===== src/rtl/s2p_shift_in_if.sv =====
// s2p_shift_in_if: capture request/result bundle for s2p_shift_in.
// start/busy handshake plus valid-qualified data word.
interface s2p_shift_in_if #(
  parameter int DATA_BITS = 64
);
  logic                 start;
  logic                 busy;
  logic                 valid;
  logic [DATA_BITS-1:0] data;

  modport master (
    output start,
    input  busy,
    input  valid,
    input  data
  );

  modport slave (
    input  start,
    output busy,
    output valid,
    output data
  );
endinterface


===== src/rtl/s2p_shift_in.sv =====
// s2p_shift_in: drives a 74HC165-style chain (sh_ld_n, sh_clk), samples sdin
// and returns one DATA_BITS word per start on bus (busy, valid, data).
module s2p_shift_in #(
  parameter int DATA_BITS = 64,
  parameter int CLK_DIV   = 4,
  parameter bit MSB_FIRST = 1'b1
) (
  input  logic             clk,
  input  logic             rst,
  s2p_shift_in_if.slave    bus,
  input  logic             sdin,
  output logic             sh_ld_n,
  output logic             sh_clk
);

  localparam int PW = $clog2(CLK_DIV + 1);
  localparam int BW = $clog2(DATA_BITS + 1);
  localparam logic [PW-1:0] PLAST = PW'(CLK_DIV - 1);
  localparam logic [BW-1:0] BLAST = BW'(DATA_BITS - 1);

  typedef enum logic [2:0] {
    IDLE,
    LOAD,
    LOW,
    HIGH,
    DONE
  } state_t;

  state_t               state_q, state_d;
  logic [PW-1:0]        phase_q, phase_d;
  logic [BW-1:0]        bit_q, bit_d;
  logic [DATA_BITS-1:0] shreg_q, shreg_d;
  logic [DATA_BITS-1:0] data_q, data_d;
  logic                 ld_q, ld_d;
  logic                 sck_q, sck_d;
  logic                 busy_q, busy_d;
  logic                 valid_q, valid_d;
  logic [DATA_BITS-1:0] shifted;
  logic                 phase_end;

  assign sh_ld_n   = ld_q;
  assign sh_clk    = sck_q;
  assign bus.busy  = busy_q;
  assign bus.valid = valid_q;
  assign bus.data  = data_q;

  // sdin joins the word at the end that was not the first-sampled end
  assign shifted = MSB_FIRST
    ? {shreg_q[DATA_BITS-2:0], sdin}
    : {sdin, shreg_q[DATA_BITS-1:1]};

  assign phase_end = (phase_q == PLAST);

  always_comb begin
    state_d = state_q;
    phase_d = phase_q;
    bit_d   = bit_q;
    shreg_d = shreg_q;
    data_d  = data_q;
    ld_d    = ld_q;
    sck_d   = sck_q;
    busy_d  = busy_q;
    valid_d = 1'b0;
    unique case (state_q)
      IDLE, DONE: begin
        state_d = IDLE;
        ld_d    = 1'b1;
        sck_d   = 1'b0;
        busy_d  = 1'b0;
        if (bus.start) begin
          state_d = LOAD;
          ld_d    = 1'b0;
          busy_d  = 1'b1;
          phase_d = '0;
          bit_d   = '0;
          shreg_d = '0;
        end
      end
      LOAD: begin
        if (phase_end) begin
          phase_d = '0;
          ld_d    = 1'b1;
          state_d = LOW;
        end else begin
          phase_d = phase_q + PW'(1);
        end
      end
      LOW: begin
        if (phase_end) begin
          phase_d = '0;
          shreg_d = shifted;
          // final sample goes straight to data on the same edge
          if (bit_q == BLAST) begin
            state_d = DONE;
            data_d  = shifted;
            valid_d = 1'b1;
            busy_d  = 1'b0;
          end else begin
            state_d = HIGH;
            sck_d   = 1'b1;
          end
        end else begin
          phase_d = phase_q + PW'(1);
        end
      end
      HIGH: begin
        if (phase_end) begin
          phase_d = '0;
          sck_d   = 1'b0;
          bit_d   = bit_q + BW'(1);
          state_d = LOW;
        end else begin
          phase_d = phase_q + PW'(1);
        end
      end
      default: begin
        state_d = IDLE;
      end
    endcase
  end

  always_ff @(posedge clk) begin
    if (rst) begin
      state_q <= IDLE;
      phase_q <= '0;
      bit_q   <= '0;
      shreg_q <= '0;
      data_q  <= '0;
      ld_q    <= 1'b1;
      sck_q   <= 1'b0;
      busy_q  <= 1'b0;
      valid_q <= 1'b0;
    end else begin
      state_q <= state_d;
      phase_q <= phase_d;
      bit_q   <= bit_d;
      shreg_q <= shreg_d;
      data_q  <= data_d;
      ld_q    <= ld_d;
      sck_q   <= sck_d;
      busy_q  <= busy_d;
      valid_q <= valid_d;
    end
  end

endmodule


===== src/flat_wrapper.sv =====
// flat-port wrapper written by rule: the top's interface ports become plain ports
module s2p_shift_in_flat 
#(
  parameter int DATA_BITS = 64,
  parameter int CLK_DIV   = 4,
  parameter bit MSB_FIRST = 1'b1
)
  (clk, rst, sdin, sh_ld_n, sh_clk, bus_start, bus_busy, bus_valid, bus_data);
  s2p_shift_in_if #(.DATA_BITS(DATA_BITS)) bus_i ();
  input  logic clk;
  input  logic rst;
  input  logic sdin;
  output logic sh_ld_n;
  output logic sh_clk;
  input wire logic [$bits(bus_i.start)-1:0] bus_start;
  output wire logic [$bits(bus_i.busy)-1:0] bus_busy;
  output wire logic [$bits(bus_i.valid)-1:0] bus_valid;
  output wire logic [$bits(bus_i.data)-1:0] bus_data;
  assign bus_i.start = bus_start;
  assign bus_busy = bus_i.busy;
  assign bus_valid = bus_i.valid;
  assign bus_data = bus_i.data;
  s2p_shift_in #(.DATA_BITS(DATA_BITS), .CLK_DIV(CLK_DIV), .MSB_FIRST(MSB_FIRST)) u_core (.clk(clk), .rst(rst), .bus(bus_i), .sdin(sdin), .sh_ld_n(sh_ld_n), .sh_clk(sh_clk));
endmodule

===== config.mk =====
export PLATFORM = sky130hd
export DESIGN_NAME = s2p_shift_in_flat
export DESIGN_NICKNAME = d
export VERILOG_FILES = /design/src/rtl/s2p_shift_in_if.sv /design/src/rtl/s2p_shift_in.sv /design/src/flat_wrapper.sv
export SDC_FILE = /design/constraint.sdc
export NUM_CORES = 1
export LEC_CHECK = 0
export BUFFER_PORTS_ARGS = -buffer_cell sky130_fd_sc_hd__buf_4
export CORE_ASPECT_RATIO = 0.8
export CORE_MARGIN = 8
export CORE_UTILIZATION = 55
export CTS_CLUSTER_SIZE = 30
export DETAILED_ROUTE_END_ITERATION = 8
export GPL_ROUTABILITY_DRIVEN = 0
export GPL_TIMING_DRIVEN = 0
export PLACE_DENSITY = 0.77
export SLEW_MARGIN = 20
export SYNTH_ARGS = -nofsm -noshare
export SYNTH_HDL_FRONTEND = slang
export SYNTH_SLANG_ARGS = --single-unit
export TNS_END_PERCENT = 100

===== constraint.sdc =====
create_clock -name clk -period 2.1 [get_ports clk]
set_clock_uncertainty 0.05 [all_clocks]
set_input_delay 0.315 -clock clk [delete_from_list [all_inputs] [get_ports clk]]
set_output_delay 0.315 -clock clk [all_outputs]
set_load 0.05 [all_outputs]

**Yosys cells after proc, flatten, opt, wreduce, memory -nomap -nowiden**

Cells that the tools add are included.

- $add $sub $neg: 2
- Equal/unequal tests: 13
- Muxes and demuxes: 26
- Bitwise gates (word level): 2
- Reduce and logical (&&, ||, !) cells: 18

Operators with widths:

| cell | number |
|---|---|
| $mux 63 | 2 |
| $pmux 63 s2 | 1 |
| $mux 3 | 5 |
| $mux 7 | 2 |
| $pmux 7 s2 | 1 |
| $reduce_and 3->1 | 4 |
| $mux 1 | 10 |
| $ne 2x1->1 const B | 5 |
| $eq 3x2->1 const B | 3 |
| $pmux 3 s3 | 1 |
| $reduce_bool 2->1 | 4 |
| $add 7x1->7 const B | 1 |
| $eq 7x6->1 const B | 1 |
| $pmux 3 s2 | 1 |
| $reduce_and 2->1 | 3 |
| $reduce_or 3->1 | 2 |
| $ne 2x2->1 const B | 2 |
| $pmux 1 s2 | 2 |
| $reduce_and 4->1 | 1 |
| $reduce_or 2->1 | 2 |
| $add 3x1->3 const B | 1 |
| $eq 3x1->1 const B | 1 |
| $eq 3x3->1 const B | 1 |
| $logic_not 3->1 | 1 |
| other kinds (3) | 4 |

- Bits in registers: 144

**Depth between registers and ports, before layout**

Gate-level depths: netlist of run 1.

- Depth after elaboration: 4
- Gate-level depth with buffers: 6
- Gate-level depth less buffers: 4

**Worst setup path after synthesis of run 1**

No wires, ideal clock.

- Kind: register -> register
- From: register u_core.phase_q[0]
- To: register u_core.data_q[16] (netlist: u_core.bus.data[16])
- Library setup time: 120 ps
- Arrival: 1648 ps
- Required time: 1930 ps
- Path slack: 283 ps
- Stages on the path, launching flop included: 7
- Buffers on the path: 2
- Cells stage by stage: dfxtp_1 -> ha_1 -> nand4bb_1 -> or4_1 -> buf_4 -> buf_6 -> mux2i_1

- Longest elaborated chain between the ends: 2

RTL lines:

| element | RTL line | source |
|---|---|---|
| start, declared | s2p_shift_in.sv:30 | `logic [PW-1:0] phase_q, phase_d;` |
| start signal, assigned | s2p_shift_in.sv:135 | `phase_q <= phase_d;` |
| $eq 3x2->1 | s2p_shift_in.sv:52 | `assign phase_end = (phase_q == PLAST);` |
| $reduce_and 3->1 (no line) | n/a |  |
| end signal, assigned | s2p_shift_in.sv:138 | `data_q <= data_d;` |
| end, declared | s2p_shift_in.sv:33 | `logic [DATA_BITS-1:0] data_q, data_d;` |

Every way passes these cells.
A chain may end at the register's enable or synchronous reset.

**Final worst setup path of run 1**

- From: register u_core.bit_q[0]
- To: register u_core.data_q[33] (netlist: u_core.bus.data[33])

- Longest elaborated chain between the ends: 2

RTL lines:

| element | RTL line | source |
|---|---|---|
| start, declared | s2p_shift_in.sv:31 | `logic [BW-1:0] bit_q, bit_d;` |
| start signal, assigned | s2p_shift_in.sv:136 | `bit_q <= bit_d;` |
| $eq 7x6->1 | s2p_shift_in.sv:93 | `if (bit_q == BLAST) begin` |
| $reduce_and 3->1 (no line) | n/a |  |

Every way passes these cells.

==> key figures, run 1 <==
Floorplan
  – Core Box Area: 0.00908 mm2
  – Starting Density: 0.565
  – Die Width: 124 um
  – I/O Pins: 72
  – Die area: 0.0127 mm2
  – # rows: 31
  – Chip Height: 102 um

Placed design
  – HPWL Detailed: 8.11 mm
  – Placed Area: 0.00581 mm2
  – Number of port buffers: 71

Logic synthesis
  – Post-synthesis cell count: 509
  – Post-Syn Nets: 515
  – Synth warn: 0
  – Sequential fraction of the synthesis area: 0.562
  – Post-Synthesis Cell Area: 0.00513 mm2
  – Synthesized area per cell: 10.1 um2
  – Netlist cell types: 40
  – Synth Register Bits: 144

CTS
  – Root Driver: clkbuf_16
  – Clock slew at reported path FFs: 0.06 ns
  – Clk_lat worst skew: 0.42 ns
  – H-tree depth: 4
  – CTS tree: built
  – CTS Sinks: 144
  – CTS Buf Count: 17
  – Clk buf depth: 2

Power
  – Internal: 4710 uW
  – Psw: 1290 uW
  – Logic pwr share: 0.025
  – Power Dens Cells: 926 mW/mm2
  – Clk pwr share: 0.517
  – Pleak: 0.00272 uW
  – Sequential power share: 0.458
  – Sw Share: 0.215
  – Worst VDD drop: 1.11 mV

STA
  – Hold Fails Final Rpt: 0
  – Measured slew at the worst slew-check pin: 0.537 ns
  – Unrepaired setup endpoints after global routing: false
  – Relative slew slack: 0.642
  – Setup Total Neg Slack: 0 ns
  – Ratio of final minimum period to clock period: 0.954
  – Worst hold slack: 0.148 ns
  – Max Slew Vio Count: 0
  – Final setup viols: 0
  – Maximum clock rate: 0.499 GHz
  – Tmin final: 2.00 ns

Worst setup path
  – Top delay family on crit path: simple AND/OR/NAND/NOR gates
  – R2R setup slack: 0.1 ns
  – Slowest cell on crit path: or4_4
  – Critical path cell sequence: ha_4, nand4_4, or4_4, buf_4, buf_6, mux2i_1
  – Crit path buffers/inverters: 2
  – WP data arrival: 2.29 ns
  – Critical setup path kind: reg2reg
  – CP startpoint: u_core.bit_q[0]
  – Stages on worst setup path: 6
  – R2R Path End: u_core.bus.data[33]
  – R2r worst-path depth: 6
  – Critical path required time: 2.39 ns
  – Crit. End Element: flop
  – Critical path's largest stage delay: 0.55 ns
  – Setup crit end: u_core.bus.data[33]
  – Critical R2R Launch: u_core.bit_q[0]
  – CP max FO: 10
  – Startpoint types: flop

Route
  – Via count: 3994
  – Initial DRC count: 237
  – Drt first pass iters: 4
  – Via/cell ratio: 5.49
  – DR WL/cell: 16.5 um
  – Overall routed net length: 12.0 mm
  – DRC violations left: 0
  – Detail Route Antenna Nets: 0

Global routing
  – Initial antenna violation count: 0
  – Pin count of the biggest net entering global routing: 17
  – GRT overflow: 0
  – Gr usage total: 0.195
  – First-pass GRT wire length: 19.3 mm
  – Number of global-route vias before repair: 3950

Worst hold path
  – Hold Crit Class: in2reg

Final layout
  – Share of cells above drive strength 1: 0.217
  – N_diodes: 0
  – Design area: 0.00648 mm2
  – Commonest non-fill, non-tap cells in the layout: dfxtp_1 (144), nand2_1 (115), buf_4 (74), mux2i_1 (64), o22ai_1 (64)
  – Fin nets: 606
  – Commonest non-fill, non-tap cell in the layout: dfxtp_1
  – Area grow syn2layout: 26.3%

Status
  – Status: complete, no violations

Flow run
  – Max cap viols: 0
[Yosys cell counts (all sizes together)]
cell type | instances | area, um2
nand3 | 4 | 20.0
and3 | 2 | 12.5
nor3b | 1 | 7.51
nand2 | 115 | 432
o21a | 1 | 7.51
nor3 | 3 | 15.0
or4 | 2 | 15.0
or3 | 4 | 25.0
and4bb | 1 | 12.5
a211oi | 1 | 7.51
clkbuf | 26 | 97.6
nand4 | 2 | 27.5
dfxtp | 144 | 2880
nor2b | 1 | 6.26
o31ai | 2 | 15.0
mux2i | 64 | 641
mux2 | 2 | 22.5
nand4bb | 2 | 22.5
buf | 12 | 95.1
nand3b | 2 | 15.0
nand2b | 19 | 119
o21bai | 1 | 7.51
nor4 | 2 | 27.5
o31a | 1 | 8.76
ha | 2 | 25.0
o22ai | 64 | 400
o211ai | 3 | 22.5
nor2 | 3 | 11.3
o21ai | 5 | 25.0
a311oi | 1 | 8.76
or3b | 3 | 26.3
a221oi | 1 | 8.76
inv | 4 | 15.0
a21oi | 9 | 45.0
[state kept, by name, indices dropped and copies added (netlist names)]
| register | cells |
|---|---|
| u_core.bus.busy | 1 |
| u_core.phase_q | 3 |
| u_core.bus.valid | 1 |
| u_core.sh_ld_n | 1 |
| u_core.state_q | 3 |
| u_core.bit_q | 7 |
| u_core.bus.data | 64 |
| u_core.sh_clk | 1 |
| u_core.shreg_q | 63 |
[worst min-delay path by stage]
stage / endpoint / depth (start not counted) / startpoint
2_1_floorplan: u_core.bus.data[63] / 2 / u_core.shreg_q[62]
3_3_place_gp: u_core.bus.data[14] / 2 / u_core.bus.data[14]
3_5_place_dp: u_core.bus.data[42] / 2 / u_core.bus.data[42]
4_1_cts: u_core.bus.data[0] / 3 / sdin
5_1_grt: u_core.bus.data[0] / 3 / sdin
6_report: u_core.bus.data[0] / 3 / sdin
[routing by layer]
metal  wire, um  vias to the layer above  GRT usage
met2       5680                       91      0.321
met1       5610                     1902      0.239
met4        131                        0     0.0502
met3        556                       15     0.0668
li1           -                     1986          -
met5          0                        -          0
[metrics by stage]
stage               utilization  instances  worst slack [ns]  power [uW]
floorplan                     -        509             0.283        2900
global placement          0.640        695            -0.230        2950
detailed placement        0.640        695            -0.305        2950
CTS                       0.710        728           0.00251        6010
global route              0.714        728           0.00456        6160
finish                    0.714        728            0.0965        6000
[worst reg2reg max path, cell delays in order, from the launching register on]
cell and delay [ns]:
dfxtp_1 0.43, ha_4 0.20, nand4_4 0.14, or4_4 0.55, buf_4 0.19, buf_6 0.17
mux2i_1 0.19
[kinds of logic (layout without fill, tap and decap cells)]
logic type / count (synthesis) / in the layout / synth area share
AOI/OAI and AO/OA: 89 / 89 / 0.109
adders and majority gates: 2 / 2 / 0.00488
buffers and inverters: 42 / 146 / 0.0405
DFF: 144 / 144 / 0.562
muxes: 66 / 66 / 0.129
and+or+nand+nor: 166 / 166 / 0.155
[power by group through the flow]
stage          sequential, uW  combinational, uW  clock [uW]
2_1_floorplan            2810               89.8           0
3_3_place_gp             2800                141           0
3_5_place_dp             2810                145           0
4_1_cts                  2750                149        3120
5_1_grt                  2750                167        3240
6_report                 2750                151        3100
[cell type report]
| class | instances | area [um2] |
|---|---|---|
| inverters | 4 | 15.0 |
| well taps | 115 | 144 |
| clock buffers | 19 | 453 |
| plain buffers | 38 | 198 |
| repair buffers | 72 | 541 |
| fillers | 689 | 2600 |
| flip-flops and latches | 144 | 2880 |
| clock inverters | 13 | 160 |
| multi-input cells | 323 | 2090 |
[what timing repair did]
action | 4_1_cts | 5_1_grt
endpoints found under the setup margin | 69 | 75
hold buffers | 0 | 0
gates cloned | 0 | 0
buffers inserted | 1 | 0
pin swaps | 1 | 0
endpoints found under the hold margin | 0 | 0
resized for setup | 3 | 11
Note: power is estimated with default switching activity, not from simulation.
==> inputs of run 2 (changes only) <==
--- a/config.mk
+++ b/config.mk
@@ -5,6 +5,7 @@
 export SDC_FILE = /design/constraint.sdc
 export NUM_CORES = 1
 export LEC_CHECK = 0
+export ABC_AREA = 1
 export BUFFER_PORTS_ARGS = -buffer_cell sky130_fd_sc_hd__buf_4
 export CORE_ASPECT_RATIO = 0.8
 export CORE_MARGIN = 8
@@ -13,7 +14,7 @@
 export DETAILED_ROUTE_END_ITERATION = 8
 export GPL_ROUTABILITY_DRIVEN = 0
 export GPL_TIMING_DRIVEN = 0
-export PLACE_DENSITY = 0.77
+export PLACE_DENSITY = 0.76
 export SLEW_MARGIN = 20
 export SYNTH_ARGS = -nofsm -noshare
 export SYNTH_HDL_FRONTEND = slang
==> run 2 against run 1 <==
- sequential power up 13%
- largest cell class unchanged
- clock-buffer cell count up 4
- sequential share of layout area down 5.6 points
- global-route usage down 0.15 points
- fmax up 5.8%
- critical path depth up 2
- final cell count up 63%
==> key figures, run 2 <==
CTS
  – Clk_lat worst skew: 0.42 ns (about the same)
  – Clock slew at reported path FFs: 0.06 ns (about the same)
  – Root Driver: clkbuf_16
  – CTS Sinks: 144 (unchanged)
  – Post_cts resized: 0 (-3)
  – H-tree depth: 4 (unchanged)
  – Hold_buf cts: 0 (unchanged)
  – Clk buf depth: 2 (unchanged)
  – Post-CTS Setup Inserts: 0 (-1)
  – CTS Buf Count: 17 (unchanged)
  – CTS tree: built

Worst setup path
  – Crit. End Element: flop
  – Critical setup path kind: reg2reg
  – Critical path required time: 2.36 ns (-0.03 ns)
  – Startpoint types: flop
  – WP data arrival: 2.15 ns (-0.14 ns)
  – CP max FO: 10 (unchanged)

Logic synthesis
  – Synthesized area per cell: 6.51 um2 (-35%)
  – Cell with the most instances after synthesis: nor2_1
  – Number of synthesized flops with an enable pin: 0 (unchanged)
  – Synth area leader: dfxtp_1
  – Sequential fraction of the synthesis area: 0.472 (-0.0895)
  – Post-synthesis cell count: 937 (+84%)
  – Area contributors post-synth: dfxtp_1 (47%), nor2_1 (21%), nand2_1 (9.7%)
  – Post-Synthesis Cell Area: 0.00610 mm2 (+19%)
  – Xor/xnor share of the synthesized area: 0 (unchanged)
  – Compound-Gate Fraction of Synth Area: 0.0712 (-0.0374)
  – Asr flop ratio synth: 0 (unchanged)
  – Post-Syn Nets: 943 (+83%)
  – Synth top area share: 0.472 (-0.0895)
  – Most instantiated cells after synthesis: nor2_1 (338), nand2_1 (158), dfxtp_1 (144)
  – Synth warn: 0 (unchanged)
  – Main combinational cell family by area after synthesis: simple AND/OR/NAND/NOR gates
  – Synth Register Bits: 144 (unchanged)
  – Post-synthesis simple-gate area fraction: 0.323 (+0.168)
  – Post-synthesis adder-cell area fraction: 0.00410 (-0.000777)
  – Primary FF master, synth: dfxtp_1
  – Mux cell area share after synthesis: 0 (-0.129)
  – Netlist cell types: 26 (-35%)

Route
  – Via count: 5495 (+38%)
  – DRC violations left: 0 (unchanged)
  – Drt first pass iters: 5 (+1)
  – Via/cell ratio: 4.64 (-15%)
  – Initial DRC count: 366 (+54%)
  – DR WL/cell: 11.6 um (-29%)
  – Overall routed net length: 13.7 mm (+15%)
  – Detail Route Antenna Nets: 0 (unchanged)

Global routing
  – Gr usage total: 0.193 (-0.00152)
  – First-pass GRT wire length: 23.5 mm (+22%)
  – Initial antenna violation count: 0 (unchanged)
  – Pin count of the biggest net entering global routing: 17 (unchanged)
  – Number of global-route vias before repair: 5196 (+32%)
  – GRT overflow: 0 (unchanged)

Floorplan
  – I/O Pins: 72 (unchanged)
  – Chip Height: 110 um (+7.6%)
  – Die area: 0.0147 mm2 (+16%)
  – Core Box Area: 0.0108 mm2 (+20%)
  – Die Width: 134 um (+7.9%)
  – Starting Density: 0.563 (-0.00269)
  – # rows: 34 (+9.7%)

Final layout
  – Fin nets: 1032 (+70%)
  – # fillers: 974 (+41%)
  – Share of cells above drive strength 1: 0.130 (-0.0870)
  – N_diodes: 0 (unchanged)
  – Largest register FFs: 64 (unchanged)
  – Multi-input logic area: 0.00243 mm2 (+16%)
  – FF/Latch Area: 0.00288 mm2 (unchanged)
  – Commonest non-fill, non-tap cell in the layout: nor2_1
  – Area grow syn2layout: 21.5%
  – Commonest non-fill, non-tap cells in the layout: nor2_1 (338), nand2_1 (158), dfxtp_1 (144), inv_1 (143), buf_4 (71)

STA
  – Setup Total Neg Slack: 0 ns (unchanged)
  – Ratio of final minimum period to clock period: 0.902 (-0.0519)
  – Final setup viols: 0 (unchanged)
  – Relative slew slack: 0.632 (-0.00972)
  – Unrepaired setup endpoints after global routing: false
  – Max Slew Vio Count: 0 (unchanged)
  – Measured slew at the worst slew-check pin: 0.551 ns (+0.0146 ns)
  – Tmin final: 1.89 ns (-0.109 ns)
  – Maximum clock rate: 0.528 GHz (+5.8%)
  – Hold Fails Final Rpt: 0 (unchanged)

Power
  – Worst VDD drop: 0.610 mV (-45%)
  – Pleak: 0.00387 uW (+42%)
  – Design Power: 7150 uW (+19%)
  – Power Dens Cells: 964 mW/mm2 (+4.2%)

Worst hold path
  – Hold Crit Class: in2reg

Placed design
  – HPWL Detailed: 8.89 mm (+9.6%)
  – Number of port buffers: 70 (-1.4%)

Flow run
  – Max cap viols: 0 (unchanged)

Status
  – Status: complete, no violations
run 2: cell count changes after synthesis, sizes merged, moves of 3 or more:
cell and delta:
nand2 +44, inv +142, o21ai +65, or3 -4, buf +14, or3b -3, nand2b -19, mux2i -64
nand3 +7, clkbuf -4, nor2 +337, o22ai -64
run 2: per-layer routing:
metal,up-vias,part of all wire,global-route usage
li1,2938,-,-
met1,2436,0.49,0.238
met2,109,0.45,0.320
met3,12,0.054,0.0593
met4,0,0.0076,0.0639
met5,-,0,0
run 2: area by class of cell:
type                    count  share of cell area
flip-flops and latches    144               0.389
multi-input cells         599               0.328
inverters                 146              0.0739
repair buffers             70              0.0709
clock buffers              23              0.0645
plain buffers              48              0.0326
well taps                 144              0.0243
clock inverters             9              0.0175
run 2: metrics by stage:
stage / cell area [um2] / utilization / worst slack [ns] / hold WS, ns / std cells
finish: 7420 / 0.684 / 0.205 / 0.102 / 1183
CTS: 7420 / 0.684 / 0.233 / 0.0958 / 1183
detailed placement: 6810 / 0.628 / 0.283 / 0.404 / 1151
global route: 7420 / 0.684 / 0.0876 / 0.128 / 1183
global placement: 6810 / 0.628 / 0.306 / 0.389 / 1151
floorplan: 6100 / - / 0.580 / 0.393 / 937
run 2: worst paths after layout:
path	from	end	slack [ns]	cells after the start
max	u_core.bit_q[0]	u_core.bus.data[23]	0.21	8
min	sdin	u_core.bus.data[0]	0.10	3
max reg2reg	u_core.bit_q[0]	u_core.bus.data[23]	0.21	8
min reg2reg	u_core.phase_q[1]	u_core.phase_q[1]	0.42	2
run 2: critical path, stage by stage, from the launching register on:
cell	delay, ns
dfxtp_1	0.37
ha_1	0.23
nand2_1	0.10
nor2_1	0.19
nand4_2	0.19
buf_4	0.24
buf_2	0.20
nor2_1	0.14
nor2_1	0.06
run 2: power by group:
part	switching, uW	internal (uW)	total, uW
sequential	158	2950	3110
clock	1150	1960	3120
combinational	644	280	924
total	1960	5200	7150
run 2: cells by family (layout without fill, tap and decap cells):
family                   Yosys count  count (layout)
adder cells (fa/ha/maj)            2               2
flip-flops                       144             144
AO/OA/AOI/OAI                     83              83
buffers and inverters            194             296
AND/OR/NAND/NOR                  514             514
